===== src/rtl/muldiv_iter.sv =====
`default_nettype none
// ============================================================================
//  muldiv_iter : iterative MULT/MULTU/DIV/DIVU unit, fixed WIDTH+2 latency.
//  Signed ops need `MULDIV_SIGNED_EN; otherwise all arithmetic is unsigned.
//  Revision    : 1.0
// ============================================================================
module muldiv_iter #(
   parameter int WIDTH = 32
) (
   input  logic             clk,
   input  logic             reset,
   input  logic             start,
   input  logic [1:0]       op,
   input  logic [WIDTH-1:0] a,
   input  logic [WIDTH-1:0] b,
   output logic             busy,
   output logic             done,
   output logic             div_zero,
   output logic [WIDTH-1:0] hi,
   output logic [WIDTH-1:0] lo
);

   localparam int             CW   = $clog2(WIDTH) + 1;
   localparam logic [CW-1:0]  LAST = CW'(WIDTH - 1);

   typedef enum logic [1:0] {
      IDLE = 2'd0,
      PREP = 2'd1,
      RUN  = 2'd2,
      FIX  = 2'd3
   } state_t;

   state_t               state;
   state_t               state_nx;

   logic [WIDTH-1:0]     a_r;
   logic [WIDTH-1:0]     b_r;
   logic [WIDTH-1:0]     x_r;
   logic [WIDTH-1:0]     y_r;
   logic                 is_div;
   logic [2*WIDTH-1:0]   acc;
   logic [CW-1:0]        cnt;

   logic                 w_dz;
   logic [WIDTH-1:0]     w_ma;
   logic [WIDTH-1:0]     w_mb;
   logic [WIDTH-1:0]     w_x;
   logic [WIDTH-1:0]     w_y;
   logic [2*WIDTH-1:0]   w_acc;
   logic [WIDTH:0]       w_sum;
   logic [WIDTH:0]       w_sub;
   logic                 w_ge;
   logic [2*WIDTH-1:0]   w_step;
   logic [WIDTH-1:0]     w_hi;
   logic [WIDTH-1:0]     w_lo;
   logic                 unused_sub;

   assign w_dz       = start & op[1] & (b == '0);
   assign unused_sub = w_sub[WIDTH];

`ifdef MULDIV_SIGNED_EN
   logic sgn_r;
   logic neg_q;
   logic neg_r;

   assign w_ma = (sgn_r & a_r[WIDTH-1]) ? -a_r : a_r;
   assign w_mb = (sgn_r & b_r[WIDTH-1]) ? -b_r : b_r;

   always_comb begin
      {w_hi, w_lo} = neg_q ? -acc : acc;
      if (is_div) begin
         w_lo = neg_q ? -acc[WIDTH-1:0] : acc[WIDTH-1:0];
         w_hi = neg_r ? -acc[2*WIDTH-1:WIDTH] : acc[2*WIDTH-1:WIDTH];
      end
   end

   always_ff @(posedge clk) begin
      if (reset) begin
         sgn_r <= 1'b0;
         neg_q <= 1'b0;
         neg_r <= 1'b0;
      end else if (state == IDLE && start) begin
         sgn_r <= ~op[0];
      end else if (state == PREP) begin
         neg_q <= sgn_r & (a_r[WIDTH-1] ^ b_r[WIDTH-1]);
         neg_r <= sgn_r & a_r[WIDTH-1];
      end
   end
`else
   logic unused_op0;

   assign unused_op0   = op[0];
   assign w_ma         = a_r;
   assign w_mb         = b_r;
   assign {w_hi, w_lo} = acc;
`endif

   always_ff @(posedge clk) begin
      if (reset) state <= IDLE;
      else       state <= state_nx;
   end

   always_comb begin
      state_nx = state;
      busy     = (state != IDLE);
      case (state)
         IDLE:    if (start && !w_dz) state_nx = PREP;
         PREP:    state_nx = RUN;
         RUN:     if (cnt == LAST) state_nx = FIX;
         FIX:     state_nx = IDLE;
         default: state_nx = IDLE;
      endcase
   end

   // PREP performs the first iteration on the fresh magnitudes, so the
   // remaining WIDTH-1 steps fit in RUN and FIX commits at E(WIDTH+1).
   always_comb begin
      w_x   = x_r;
      w_y   = y_r;
      w_acc = acc;
      if (state == PREP) begin
         w_x   = is_div ? w_mb : w_ma;
         w_y   = w_mb;
         w_acc = is_div ? {{WIDTH{1'b0}}, w_ma} : '0;
      end
      w_sum = {1'b0, w_acc[2*WIDTH-1:WIDTH]} + (w_y[0] ? {1'b0, w_x} : '0);
      w_sub = w_acc[2*WIDTH-1:WIDTH-1] - {1'b0, w_x};
      w_ge  = (w_acc[2*WIDTH-1:WIDTH-1] >= {1'b0, w_x});
      if (is_div)
         w_step = {(w_ge ? w_sub[WIDTH-1:0] : w_acc[2*WIDTH-2:WIDTH-1]),
                   w_acc[WIDTH-2:0], w_ge};
      else
         w_step = {w_sum, w_acc[WIDTH-1:1]};
   end

   always_ff @(posedge clk) begin
      if (reset) begin
         done     <= 1'b0;
         div_zero <= 1'b0;
         hi       <= '0;
         lo       <= '0;
         a_r      <= '0;
         b_r      <= '0;
         x_r      <= '0;
         y_r      <= '0;
         is_div   <= 1'b0;
         acc      <= '0;
         cnt      <= '0;
      end else begin
         done     <= 1'b0;
         div_zero <= 1'b0;
         case (state)
            IDLE: begin
               if (start) begin
                  a_r    <= a;
                  b_r    <= b;
                  is_div <= op[1];
                  if (w_dz) begin
                     done     <= 1'b1;
                     div_zero <= 1'b1;
                  end
               end
            end
            PREP: begin
               x_r <= w_x;
               y_r <= w_y >> 1;
               acc <= w_step;
               cnt <= CW'(1);
            end
            RUN: begin
               y_r <= w_y >> 1;
               acc <= w_step;
               cnt <= cnt + CW'(1);
            end
            FIX: begin
               hi   <= w_hi;
               lo   <= w_lo;
               done <= 1'b1;
            end
            default: ;
         endcase
      end
   end

endmodule
`default_nettype wire


===== config.mk =====
export PLATFORM = sky130hd
export DESIGN_NAME = muldiv_iter
export DESIGN_NICKNAME = d
export VERILOG_FILES = /design/src/rtl/muldiv_iter.sv
export SDC_FILE = /design/constraint.sdc
export NUM_CORES = 1
export LEC_CHECK = 0
export BUFFER_PORTS_ARGS = -buffer_cell sky130_fd_sc_hd__buf_2
export CAP_MARGIN = 5
export CORE_MARGIN = 8
export CORE_UTILIZATION = 45
export CTS_CLUSTER_SIZE = 12
export DETAILED_ROUTE_END_ITERATION = 6
export PLACE_DENSITY_LB_ADDON = 0.15
export SETUP_SLACK_MARGIN = 0.05
export SLEW_MARGIN = 25
export SYNTH_ARGS = -nofsm -noshare
export SYNTH_HDL_FRONTEND = slang
export SYNTH_SLANG_ARGS = --single-unit
export TNS_END_PERCENT = 10

===== constraint.sdc =====
create_clock -name clk -period 4.99 [get_ports clk]
set_clock_uncertainty 0.1 [all_clocks]
set_input_delay 0.499 -clock clk [delete_from_list [all_inputs] [get_ports clk]]
set_output_delay 0.499 -clock clk [all_outputs]
set_load 0.03 [all_outputs]

==> impl_metrics.tcl <==
set metrics [dict create \
    dp_cells 2375 \
    crit_arrival_ns 5.05 \
    die_h_um 198.2 \
    cts_hold_buf 0 \
    drv_slew 0 \
    total_die_area_um2 39270 \
    boundaryPins 136 \
    unrepaired_setup_endpoints_after_global_routing "no" \
    yosysSeqAreaShare_pct 35.66 \
    syn2layout_area_growth_pct 15.47 \
    die_width_um 198.2 \
    floorplan.core_area_um2 32620 \
    hold_class "in2reg" \
    critical_path.endpoint_type "flip-flop" \
    final_ant_viol_nets 0 \
    grt_antenna_before_repair 1 \
    power.internal_w 0.006387 \
    detail_route.iter0.violations 871 \
    yosys_warnings 0 \
    timing_hold_violations_final 0 \
    synth.cell_area_um2 14930 \
    initial_utilization_pct 45.78 \
    post_synth_main_area_contributors "sky130_fd_sc_hd__dfxtp_1 36%, sky130_fd_sc_hd__mux2i_1 11%, sky130_fd_sc_hd__nor2_1 7.4%, sky130_fd_sc_hd__a21oi_1 6.1%, sky130_fd_sc_hd__ha_1 5.9%" \
    grt_start_max_net_pins 138 \
    irDropWorstVdd_v 0.0003248 \
    drive_above_1_share_pct 13.78 \
    report.final.setup_viol 0 \
    synth.top_cells.by_count "296 x sky130_fd_sc_hd__nor2_1, 266 x sky130_fd_sc_hd__dfxtp_1, 217 x sky130_fd_sc_hd__nand2_1" \
    cts_made_buffers 30 \
    required_ns 5.35 \
    antenna_cells_inserted 0 \
    clk_pin_slew_worst_paths_ns 0.06 \
    grt_overflow_total 0 \
    critical_path_class "reg2reg" \
    ys_types 76 \
    clock-root-buffer "sky130_fd_sc_hd__clkbuf_16" \
    report.power.total_w 0.01149 \
    port-buffer-count 134 \
    floorplan.rows 66 \
    final_net_count 2108 \
    critical_path.startpoint_type "flip-flop" \
    wl_final_um 43390 \
    wirelength_per_cell_um 17.86 \
    vias_in_the_first_global_route 12684 \
    post-route-period-util_pct 93.97 \
    finalNonFillerCells 2430 \
    grt.total_usage_pct 21.46 \
    pwr-share-clk_pct 19.1 \
    gp_congestion 0.8975 \
    ys_async_sr_fraction_pct 0 \
    syn_avg_cell_area_um2 8.006 \
    ys_dominant_reg_cell "sky130_fd_sc_hd__dfxtp_1" \
    via_count 13377 \
    finalSetupTns_ns 0 \
    yosys.area.top_type_share_pct 35.66 \
    maximum_fanout_along_the_worst_path 47 \
    cts_buffer_depth 3 \
    post_route_worst_hold_slack_ns 0.07613 \
    clock-sinks 266 \
    number_of_synthesized_register_bits 266 \
    cap_violations 0 \
    total_leakage_power_nw 7.056 \
    powerDensity_nw_per_um2 666.2 \
    max_slew.worst_pin.slew_ns 0.9477 \
    sw_frac_of_total_pct 44.39 \
    pwr-share-comb_pct 56.0 \
    synth.largest_area_cell "sky130_fd_sc_hd__dfxtp_1" \
    yosys.cell_count.top_type "sky130_fd_sc_hd__nor2_1" \
    route.detailed.drc 0 \
    outcome "finished, final reports clean" \
    wire_length_of_the_first_global_routing_pass_um 68930 \
    net_count_after_synthesis 2007 \
    total_number_of_h_tree_levels 1 \
    seq_power_share_pct 24.9 \
    switching_power_w 0.005099 \
    timing.slew.headroom_pct 36.82 \
    clk_latency_ns 0.56 \
    synth_edf_count 0 \
    number_of_search_and_repair_iterations_in_the_first_detailed_routing_pass 7 \
    number_of_standard_cells_after_synthesis 1865 \
    tritoncts "built" \
    post-dp-hpwl_um 31320 \
    avgViaCountPerCell 5.505 \
    max_freq_ghz 0.2133 \
    final.min_clock_period_ns 4.689 \
]
path summary, 6_finish.rpt:
path	cells after the start	slack, ns	endpoint	startpoint
hold reg to reg	2	0.37	b_r[21]	b_r[21]
setup / recovery	16	0.30	acc[56]	state[1]
setup reg to reg	16	0.30	acc[56]	state[1]
hold / removal	3	0.08	a_r[18]	a[18]
state kept, by name, summed over array words and instances (netlist names):
register,cells
acc,64
a_r,32
b_r,32
hi,32
lo,32
x_r,32
y_r,31
cnt,6
state,2
div_zero,1
done,1
is_div,1
cells in the final DEF, fill, tap and decap left out, types with 31 or more instances in the layout:
| master | Yosys | final |
|---|---|---|
| sky130_fd_sc_hd__nor2_1 | 296 | 295 |
| sky130_fd_sc_hd__dfxtp_1 | 266 | 265 |
| sky130_fd_sc_hd__nand2_1 | 217 | 216 |
| sky130_fd_sc_hd__a21oi_1 | 182 | 181 |
| sky130_fd_sc_hd__mux2i_1 | 167 | 166 |
| sky130_fd_sc_hd__buf_2 | 4 | 133 |
| sky130_fd_sc_hd__o21ai_0 | 83 | 82 |
| sky130_fd_sc_hd__ha_1 | 71 | 67 |
| sky130_fd_sc_hd__nor2b_1 | 66 | 66 |
| sky130_fd_sc_hd__buf_4 | 1 | 54 |
| sky130_fd_sc_hd__a211oi_1 | 51 | 51 |
| sky130_fd_sc_hd__clkbuf_16 | 0 | 31 |
worst max-delay path, cell delays in order (launching register included):
cell                        delay, ns
sky130_fd_sc_hd__dfxtp_1         0.42
sky130_fd_sc_hd__inv_1           0.17
sky130_fd_sc_hd__ha_4            0.20
sky130_fd_sc_hd__buf_12          0.18
sky130_fd_sc_hd__o21ai_0         0.54
sky130_fd_sc_hd__nor2_1          0.18
sky130_fd_sc_hd__ha_1            0.35
sky130_fd_sc_hd__a211oi_1        0.09
sky130_fd_sc_hd__o21ai_0         0.26
sky130_fd_sc_hd__or3b_2          0.55
sky130_fd_sc_hd__a2111oi_0       0.40
sky130_fd_sc_hd__buf_4           0.20
sky130_fd_sc_hd__o21ai_0         0.13
sky130_fd_sc_hd__or2b_2          0.21
sky130_fd_sc_hd__a21oi_1         0.07
sky130_fd_sc_hd__xor2_1          0.18
sky130_fd_sc_hd__a2111oi_2       0.35
timing repair:
| item | in CTS | in global routing |
|---|---|---|
| buffers inserted | 0 | 0 |
| resized for setup | 0 | 2 |
| endpoints found under the setup margin | 0 | 2 |
power groups by stage:
stage | Combinational [W] | Sequential (W) | Clock (W)
final | 0.00643 | 0.00286 | 0.00219
after global routing | 0.00710 | 0.00291 | 0.00233
after CTS | 0.00637 | 0.00286 | 0.00225
after detailed placement | 0.00633 | 0.00290 | 0
after global placement | 0.00629 | 0.00289 | 0
after floorplan | 0.00467 | 0.00279 | 0
cells by family after synthesis:
| group | after synthesis | synth area share [%] |
|---|---|---|
| AND/OR/NAND/NOR | 688 | 20.09 |
| AO/OA/AOI/OAI | 476 | 20.19 |
| flip-flops | 266 | 35.66 |
| multiplexers | 172 | 11.57 |
| buffers and inverters | 150 | 3.930 |
| adder cells (fa/ha/maj) | 73 | 6.218 |
| XOR/XNOR | 40 | 2.346 |
area by class of cell:
cell class              count  area, um2
well taps                 442      553.0
inverters                  26      97.59
fillers                  3170      15380
clock inverters             7      46.29
repair buffers            193       1192
flip-flops and latches    266       5329
clock buffers              47      945.9
multi-input cells        1449       9077
layer usage:
| metal | vias up | track usage, % | share of wire, % |
|---|---|---|---|
| li1 | 6789 | - | - |
| met1 | 6190 | 30.73 | 48 |
| met2 | 343 | 33.13 | 43 |
| met3 | 53 | 3.243 | 6.1 |
| met4 | 2 | 5.642 | 2.4 |
| met5 | - | 0 | 0.023 |
stage by stage:
| step | area [um2] | setup WS [ns] | utilization, % |
|---|---|---|---|
| floorplan | 14930 | 0.3885 | - |
| global placement | 16220 | 0.3164 | 49.72 |
| detailed placement | 16220 | 0.3010 | 49.72 |
| CTS | 17210 | 0.2622 | 52.76 |
| global route | 17240 | 0.05034 | 52.86 |
| finish | 17240 | 0.3010 | 52.86 |
No activity file was read; power rests on OpenSTA's default activity.
